$ cat src/rtl/cordic_vectoring_if.sv
// Handshake and result bundle between a requester and the vectoring CORDIC core.
// The requester drives the vector and START; the core returns status and results.
interface cordic_vectoring_if #(
    parameter int W = 8
);
    logic [W-1:0] X_IN;
    logic [W-1:0] Y_IN;
    logic         START;
    logic         BUSY;
    logic         DONE;
    logic [W-1:0] ANGLE;
    logic [W+1:0] MAG;

    modport master (
        output X_IN, Y_IN, START,
        input  BUSY, DONE, ANGLE, MAG
    );

    modport slave (
        input  X_IN, Y_IN, START,
        output BUSY, DONE, ANGLE, MAG
    );
endinterface

$ cat src/rtl/cordic_vectoring.sv
// Iterative vectoring-mode CORDIC: first-quadrant (X, Y) -> angle (256 = 90 deg)
// and gain-scaled magnitude, one micro-rotation per clock.
module cordic_vectoring #(
    parameter int ITER = 8,
    parameter int W    = 8
) (
    input  logic             CLK,
    input  logic             RESET,
    cordic_vectoring_if.slave bus
);
    localparam int XW = W + 3;
    localparam int ZW = W + 2;
    localparam logic [2:0] LAST_IDX = 3'(ITER - 1);

    typedef enum logic [1:0] {
        IDLE = 2'd0,
        RUN  = 2'd1,
        FIN  = 2'd2
    } state_t;

    // atan(2^-i) in the 256-per-quadrant angle encoding
    function automatic logic signed [ZW-1:0] atan_lut(input logic [2:0] idx);
        case (idx)
            3'd0:    atan_lut = 10'sd128;
            3'd1:    atan_lut = 10'sd76;
            3'd2:    atan_lut = 10'sd40;
            3'd3:    atan_lut = 10'sd20;
            3'd4:    atan_lut = 10'sd10;
            3'd5:    atan_lut = 10'sd5;
            3'd6:    atan_lut = 10'sd3;
            3'd7:    atan_lut = 10'sd1;
            default: atan_lut = 10'sd0;
        endcase
    endfunction

    function automatic logic [W-1:0] clamp_angle(input logic signed [ZW-1:0] z);
        if (z[ZW-1]) begin
            clamp_angle = {W{1'b0}};
        end else if (z[ZW-2:W] != 2'b00) begin
            clamp_angle = {W{1'b1}};
        end else begin
            clamp_angle = z[W-1:0];
        end
    endfunction

    state_t                state_q, state_d;
    logic signed [XW-1:0]  x_q, x_d;
    logic signed [XW-1:0]  y_q, y_d;
    logic signed [ZW-1:0]  z_q, z_d;
    logic [2:0]            i_q, i_d;
    logic                  zero_q, zero_d;
    logic                  busy_q, busy_d;
    logic                  done_q, done_d;
    logic [W-1:0]          angle_q, angle_d;
    logic [W+1:0]          mag_q, mag_d;

    logic signed [XW-1:0]  x_sh_s, y_sh_s, x_rot_s, y_rot_s;
    logic signed [ZW-1:0]  z_rot_s;
    logic                  y_pos_s;

    // One micro-rotation from the current x/y/z; both x and y use old values
    always_comb begin
        x_sh_s  = x_q >>> i_q;
        y_sh_s  = y_q >>> i_q;
        y_pos_s = !y_q[XW-1] && (y_q != {XW{1'b0}});
        if (y_pos_s) begin
            x_rot_s = x_q + y_sh_s;
            y_rot_s = y_q - x_sh_s;
            z_rot_s = z_q + atan_lut(i_q);
        end else begin
            x_rot_s = x_q - y_sh_s;
            y_rot_s = y_q + x_sh_s;
            z_rot_s = z_q - atan_lut(i_q);
        end
    end

    // Next-state and output-register logic
    always_comb begin
        state_d = state_q;
        x_d     = x_q;
        y_d     = y_q;
        z_d     = z_q;
        i_d     = i_q;
        zero_d  = zero_q;
        busy_d  = 1'b0;
        done_d  = 1'b0;
        angle_d = angle_q;
        mag_d   = mag_q;
        case (state_q)
            IDLE: begin
                if (bus.START) begin
                    x_d     = {3'b000, bus.X_IN};
                    y_d     = {3'b000, bus.Y_IN};
                    z_d     = {ZW{1'b0}};
                    i_d     = 3'd0;
                    zero_d  = (bus.X_IN == {W{1'b0}}) && (bus.Y_IN == {W{1'b0}});
                    busy_d  = 1'b1;
                    state_d = RUN;
                end else begin
                    state_d = IDLE;
                end
            end
            RUN: begin
                x_d = x_rot_s;
                y_d = y_rot_s;
                z_d = z_rot_s;
                i_d = i_q + 3'd1;
                if (i_q == LAST_IDX) begin
                    state_d = FIN;
                    done_d  = 1'b1;
                    // A zero vector has no defined angle; report a clean zero result
                    if (zero_q) begin
                        angle_d = {W{1'b0}};
                        mag_d   = {(W+2){1'b0}};
                    end else begin
                        angle_d = clamp_angle(z_rot_s);
                        mag_d   = x_rot_s[W+1:0];
                    end
                end else begin
                    busy_d = 1'b1;
                end
            end
            FIN: begin
                state_d = IDLE;
            end
            default: begin
                state_d = IDLE;
            end
        endcase
    end

    // State and datapath registers, synchronous active-low reset
    always_ff @(posedge CLK) begin
        if (!RESET) begin
            state_q <= IDLE;
            x_q     <= {XW{1'b0}};
            y_q     <= {XW{1'b0}};
            z_q     <= {ZW{1'b0}};
            i_q     <= 3'd0;
            zero_q  <= 1'b0;
            busy_q  <= 1'b0;
            done_q  <= 1'b0;
            angle_q <= {W{1'b0}};
            mag_q   <= {(W+2){1'b0}};
        end else begin
            state_q <= state_d;
            x_q     <= x_d;
            y_q     <= y_d;
            z_q     <= z_d;
            i_q     <= i_d;
            zero_q  <= zero_d;
            busy_q  <= busy_d;
            done_q  <= done_d;
            angle_q <= angle_d;
            mag_q   <= mag_d;
        end
    end

    assign bus.BUSY  = busy_q;
    assign bus.DONE  = done_q;
    assign bus.ANGLE = angle_q;
    assign bus.MAG   = mag_q;
endmodule

$ cat src/flat_wrapper.sv
// flat-port wrapper written by rule: the top's interface ports become plain ports
module cordic_vectoring_flat 
#(
    parameter int ITER = 8,
    parameter int W    = 8
)
  (CLK, RESET, bus_X_IN, bus_Y_IN, bus_START, bus_BUSY, bus_DONE, bus_ANGLE, bus_MAG);
  cordic_vectoring_if #(.W(W)) bus_i ();
  input  logic CLK;
  input  logic RESET;
  input wire logic [$bits(bus_i.X_IN)-1:0] bus_X_IN;
  input wire logic [$bits(bus_i.Y_IN)-1:0] bus_Y_IN;
  input wire logic [$bits(bus_i.START)-1:0] bus_START;
  output wire logic [$bits(bus_i.BUSY)-1:0] bus_BUSY;
  output wire logic [$bits(bus_i.DONE)-1:0] bus_DONE;
  output wire logic [$bits(bus_i.ANGLE)-1:0] bus_ANGLE;
  output wire logic [$bits(bus_i.MAG)-1:0] bus_MAG;
  assign bus_i.X_IN = bus_X_IN;
  assign bus_i.Y_IN = bus_Y_IN;
  assign bus_i.START = bus_START;
  assign bus_BUSY = bus_i.BUSY;
  assign bus_DONE = bus_i.DONE;
  assign bus_ANGLE = bus_i.ANGLE;
  assign bus_MAG = bus_i.MAG;
  cordic_vectoring #(.ITER(ITER), .W(W)) u_core (.CLK(CLK), .RESET(RESET), .bus(bus_i));
endmodule
$ cat config.mk
export PLATFORM = sky130hd
export DESIGN_NAME = cordic_vectoring_flat
export DESIGN_NICKNAME = d
export VERILOG_FILES = /design/src/rtl/cordic_vectoring_if.sv /design/src/rtl/cordic_vectoring.sv /design/src/flat_wrapper.sv
export SDC_FILE = /design/constraint.sdc
export NUM_CORES = 1
export LEC_CHECK = 0
export CAP_MARGIN = 40
export CORE_MARGIN = 5
export CORE_UTILIZATION = 52
export DETAILED_ROUTE_END_ITERATION = 8
export GPL_TIMING_DRIVEN = 1
export PLACE_DENSITY = 0.8
export SLEW_MARGIN = 10
export SYNTH_ARGS = -nofsm -noshare
export SYNTH_HDL_FRONTEND = slang
export SYNTH_SLANG_ARGS = --single-unit
export TNS_END_PERCENT = 10
$ cat constraint.sdc
create_clock -name CLK -period 8.7 [get_ports CLK]
set_input_delay 1.74 -clock CLK [delete_from_list [all_inputs] [get_ports CLK]]
set_output_delay 1.74 -clock CLK [all_outputs]
set_load 0.02 [all_outputs]
# Yosys cells after proc, flatten, opt, wreduce, memory -nomap -nowiden
# Memories as Yosys holds them, arrays and structs flattened. A register that Yosys moved wholly into a read port is not among the register bits.
# Index checks and enable logic that the tools add are counted.
[classes] add_sub_neg=7 n_eq_ne=4 shifts=2 n_mux=28 reduce_logical=12
[op_table] operator="10-bit two-way mux" n=5
[op_table] operator="11-bit two-way mux" n=4
[op_table] operator="11-bit one-hot mux with 2 select lines" n=2
[op_table] operator="8-bit two-way mux" n=3
[op_table] operator="11-bit adder" n=2
[op_table] operator="11-bit by 3-bit >>> shifter with 11-bit output" n=2
[op_table] operator="11-bit subtractor" n=2
[op_table] operator="10-bit one-hot mux with 2 select lines" n=1
[op_table] operator="8-bit logical NOT" n=2
[op_table] operator="3-bit two-way mux" n=5
[op_table] operator="11-bit nonzero test" n=1
[op_table] operator="10-bit adder" n=1
[op_table] operator="10-bit subtractor" n=1
[op_table] operator="2-bit AND reduction" n=4
[op_table] operator="3-bit one-hot mux with 2 select lines" n=1
[op_table] operator="1-bit two-way mux" n=4
[op_table] operator="2-bit one-hot mux with 2 select lines" n=1
[op_table] operator="3-bit by 1-bit adder with 3-bit output, second input constant" n=1
[op_table] operator="3-bit equality test, second input constant" n=1
[op_table] operator="2-bit by 1-bit equality test with 1-bit output, second input constant" n=1
[op_table] operator="1-bit logical AND" n=2
[op_table] operator="2-bit logical NOT" n=1
[op_table] operator="2-bit two-way mux" n=1
[op_table] operator="2-bit by 1-bit != test with 1-bit output, second input constant" n=1
[op_table] operator="4 further kinds" n=4
[word_totals] register_bits=58 rom_bits=128 input_bits=19 output_inout_bits=20 memories=2
[mem_list] name="(no name shown)" depth=8 word_bits=8 read_ports=1 rd_ports_with_merged_regs=1 write_ports=0 line_no="cordic_vectoring.sv:23" text="case (idx)"
[mem_list] name="(no name shown)" depth=8 word_bits=8 read_ports=1 rd_ports_with_merged_regs=1 write_ports=0 line_no="cordic_vectoring.sv:23"

# Longest topological paths before layout
[logic_depth] depth_word=8 mapped_depth=20 ltp_nobuf=18

# Least setup slack after synthesis
# Ideal clock, no wire load.
[synth_timing] kind="flip-flop to flip-flop" startpoint="reg u_core.i_q[0]" endpoint="reg u_core.mag_q[9] (netlist: u_core.bus.MAG[9])" arrival_time_ns=3.750 t_required_ns=8.629 setup_slack_ns=4.879 path_stages_with_launch=18 path_buffers=3 period_less_slack_ns=3.821 path_cell_list="dfxtp_1 > buf_6 > buf_6 > buf_6 > mux4_2 > mux2i_1 > ha_1 > nor2_1 > a21oi_1 > ha_1 > a21o_1 > a21oi_1 > o21bai_1 > a2111o_1 > a41oi_1 > xor2_1 > or3_1 > a21oi_1"
[synth_via] elab_chain_cells=4 elab_cells_between_ends=7
[synth_lines] item="start, declared" line_no="cordic_vectoring.sv:50" text="logic [2:0] i_q, i_d;"
[synth_lines] item="start signal, assigned" line_no="cordic_vectoring.sv:150" text="i_q <= i_d;"
[synth_lines] item="11-bit by 3-bit >>> shifter with 11-bit output" line_no="cordic_vectoring.sv:64" text="y_sh_s = y_q >>> i_q;"
[synth_lines] item="11-bit subtractor / 11-bit adder (equally long branches)" line_no="cordic_vectoring.sv:71, cordic_vectoring.sv:67"
[synth_lines] item="11-bit two-way mux" line_no="cordic_vectoring.sv:66" text="if (y_pos_s) begin"
[synth_lines] item="10-bit two-way mux" line_no="cordic_vectoring.sv:112" text="if (zero_q) begin"
[synth_lines] item="end signal, assigned" line_no="cordic_vectoring.sv:144" text="mag_q <= {(W+2){1'b0}};"
[synth_lines] item="end signal, assigned" line_no="cordic_vectoring.sv:155" text="mag_q <= mag_d;"
[synth_lines] item="end, declared" line_no="cordic_vectoring.sv:55" text="logic [W+1:0] mag_q, mag_d;"
# Parallel ways exist; a longest one is shown, timed or not.
# A chain may end at the register's enable or synchronous reset.

# Final worst setup path
# Ends and elaborated chain as after synthesis.

==> results.cfg <==
[clock_network]
post-cts-setup-buffers = 0
root_buffer = clkbuf_8
cts.htree.levels = 3
path_clk_slew_ns = 0.08
clock_path_buffers = 2
cts_tree = yes
post_cts_resized = 0
cts_num_sinks = 66
numCtsBuffers = 9
cts_hold_buf = 0
worstSkewPairLatency_ns = 0.35

[pwr]
switching_share = 0.472
intPower_mw = 0.940
p_sw_mw = 0.839
power_density_nw_per_um2 = 308
pwr-share-clk = 0.148
p_seq_frac = 0.239
irDropWorstVdd_mv = 0.189
p_comb_frac = 0.614
leakage_nw = 2.30

[timing]
tns_ns = 0
period_needed_ns = 4.27
max_freq_ghz = 0.234
fin_skew_ns = 0.0113
rsz0062_at_grt = false
worst_slack_ns = 4.43
setup_viol = 0
fin_crit_sh = 0.491
worst_slew_pin_slew_ns = 0.892
relSlewSlack = 0.404
hold_violations = 0
slew_violations = 0

[synth]
synth.most_common_cell = nor2_1
ys_warn_count = 0
synth_top_area_cell = dfxtp_1
synth.distinct_cells = 67
ys.flop_type = dfxtp_1
synth_commonest_cells = nor2_1, dfxtp_1, nand2_1
synth-edff-count = 0
syn_nets = 697
ys_seq_elements = 66
syn_avg_cell_area_um2 = 8.02
ys_top_cells_by_area = dfxtp_1, ha_1, nor2_1, nand2_1, xnor2_1
synth_top_area_share = 0.259
seq_area_frac_synth = 0.259
syn-cell-area_um2 = 5110
async_reset_ff_frac = 0
synth_cells = 637

[floorplanning]
pin_count = 39
rows = 36
die_w_um = 109
start_util = 0.528
coreArea_um2 = 9680
die_area_um2 = 11900
die_height_um = 109

[detailed_routing]
dr_total_vias = 4944
vias_per_cell = 6.20
drtAntennaViolNets = 0
drt_iter0_drc = 411
post-route-drc-count = 0
wire_per_inst_um = 18.0
drt_wl_total_mm = 14.3
drtPass1Iterations = 6

[global_routing]
grt_pass1_wl_mm = 23.4
grt_antenna_before_repair = 0
first_global_vias = 4890
grt.total_usage = 0.246
grt-ovfl-total = 0
grt_max_degree = 34

[layout]
fill_cells = 841
final_area_um2 = 5780
diodes = 0
drive_above_1_share = 0.0677
final_nets = 721
syn_to_final_growth_pct = 13.2

[place]
place_area_um2 = 5580
hpwl_mm = 10.6
io_buffers = 38
dpl_worst_slack_ns = 4.30
place_congestion = 0.865

[worst_hold_path]
hold_path_startpoint = u_core.bus.ANGLE[2]$_SDFFE_PN0P_
hold_class = flip-flop to flip-flop

[worst_setup_path]
reg2reg_from = u_core.i_q[0]$_SDFFE_PN0P_
critical_path_class = flip-flop to flip-flop
crit_start = u_core.i_q[0]$_SDFFE_PN0P_
crit_required_ns = 8.97
critPathLaunchType = flip-flop
worstPathArrival_ns = 4.54
endpoint_kind = flip-flop
worstPathMaxFanout = 33

[outcome]
status = complete, no violations

[flow_run]
max_cap_viol_count = 0
worst max-delay path, cell delays in order (launching register included):
cell and delay (ns):
dfxtp_1 0.31, buf_4 0.39, mux4_2 0.57, mux2i_1 0.27
ha_1 0.29, nor2_1 0.10, a21oi_1 0.07, ha_1 0.32
a21o_1 0.18, a21oi_1 0.21, o21bai_1 0.12, a2111o_1 0.44
a41oi_1 0.27, xor2_1 0.15, or3_1 0.33, a21oi_1 0.17
cell usage in the layout, fill, tap and decap left out, drive strengths merged, types with 8 or more instances in the layout:
| cell | Yosys | routed |
|---|---|---|
| ha | 38 | 38 |
| nor3 | 11 | 11 |
| dfxtp | 66 | 66 |
| mux2 | 9 | 9 |
| a22oi | 15 | 15 |
| mux2i | 23 | 23 |
| clkdlybuf4s50 | 0 | 38 |
| xnor2 | 26 | 26 |
| nor2 | 78 | 78 |
| o22ai | 13 | 13 |
| clkbuf | 22 | 10 |
| a21oi | 38 | 38 |
| xor2 | 17 | 17 |
| nor2b | 17 | 17 |
| buf | 11 | 8 |
| nand2 | 66 | 66 |
| mux4 | 8 | 8 |
| o21ai | 36 | 36 |
| inv | 29 | 30 |
| nor4 | 9 | 9 |
per-layer routing:
metal	vias up	track usage	share of wire
met5	-	0	0
met4	0	0.101	0.032
met3	50	0.0503	0.096
met2	282	0.394	0.45
met1	2269	0.324	0.42
li1	2343	-	-
per-stage QoR:
step / hold slack (ns) / total power [mW] / instances / utilization
detailed placement: 0.441 / 1.48 / 783 / 0.576
global route: 0.485 / 1.90 / 798 / 0.597
global placement: 0.437 / 1.46 / 781 / 0.573
finish: 0.448 / 1.78 / 798 / 0.597
floorplan: 0.441 / 1.23 / 637 / -
CTS: 0.452 / 1.75 / 798 / 0.597
path summary, 6_finish.rpt:
check	endpoint	slack (ns)	cells past startpoint
min reg2reg	u_core.bus.ANGLE[2]$_SDFFE_PN0P_	0.45	2
min	u_core.bus.ANGLE[2]$_SDFFE_PN0P_	0.45	2
max	u_core.bus.MAG[9]$_SDFFE_PN0P_	4.43	15
max reg2reg	u_core.bus.MAG[9]$_SDFFE_PN0P_	4.43	15
power by group through the flow:
stage,combinational (mW),sequential [mW],clock (mW)
floorplan,0.847,0.382,0
global placement,1.04,0.422,0
detailed placement,1.05,0.426,0
CTS,1.07,0.419,0.262
global route,1.20,0.425,0.277
finish,1.09,0.425,0.262
layout make-up:
type	count	area [µm²]	share of cell area
multi-input combinational	507	3520	0.608
sequential	66	1320	0.229
timing repair buffer	46	460	0.0796
tap	133	166	0.0288
clock buffer	10	138	0.0238
inverter	31	116	0.0201
clock inverter	5	62.6	0.0108
cells by family after synthesis:
family / count (synthesis) / synth area share
buffers and inverters: 64 / 0.0529
AO/OA/AOI/OAI: 162 / 0.207
flip-flops: 66 / 0.259
adder cells (fa/ha/maj): 41 / 0.105
multiplexers: 40 / 0.103
AND/OR/NAND/NOR: 221 / 0.200
XOR/XNOR: 43 / 0.0737
Note: power is estimated with default switching activity, not from simulation.
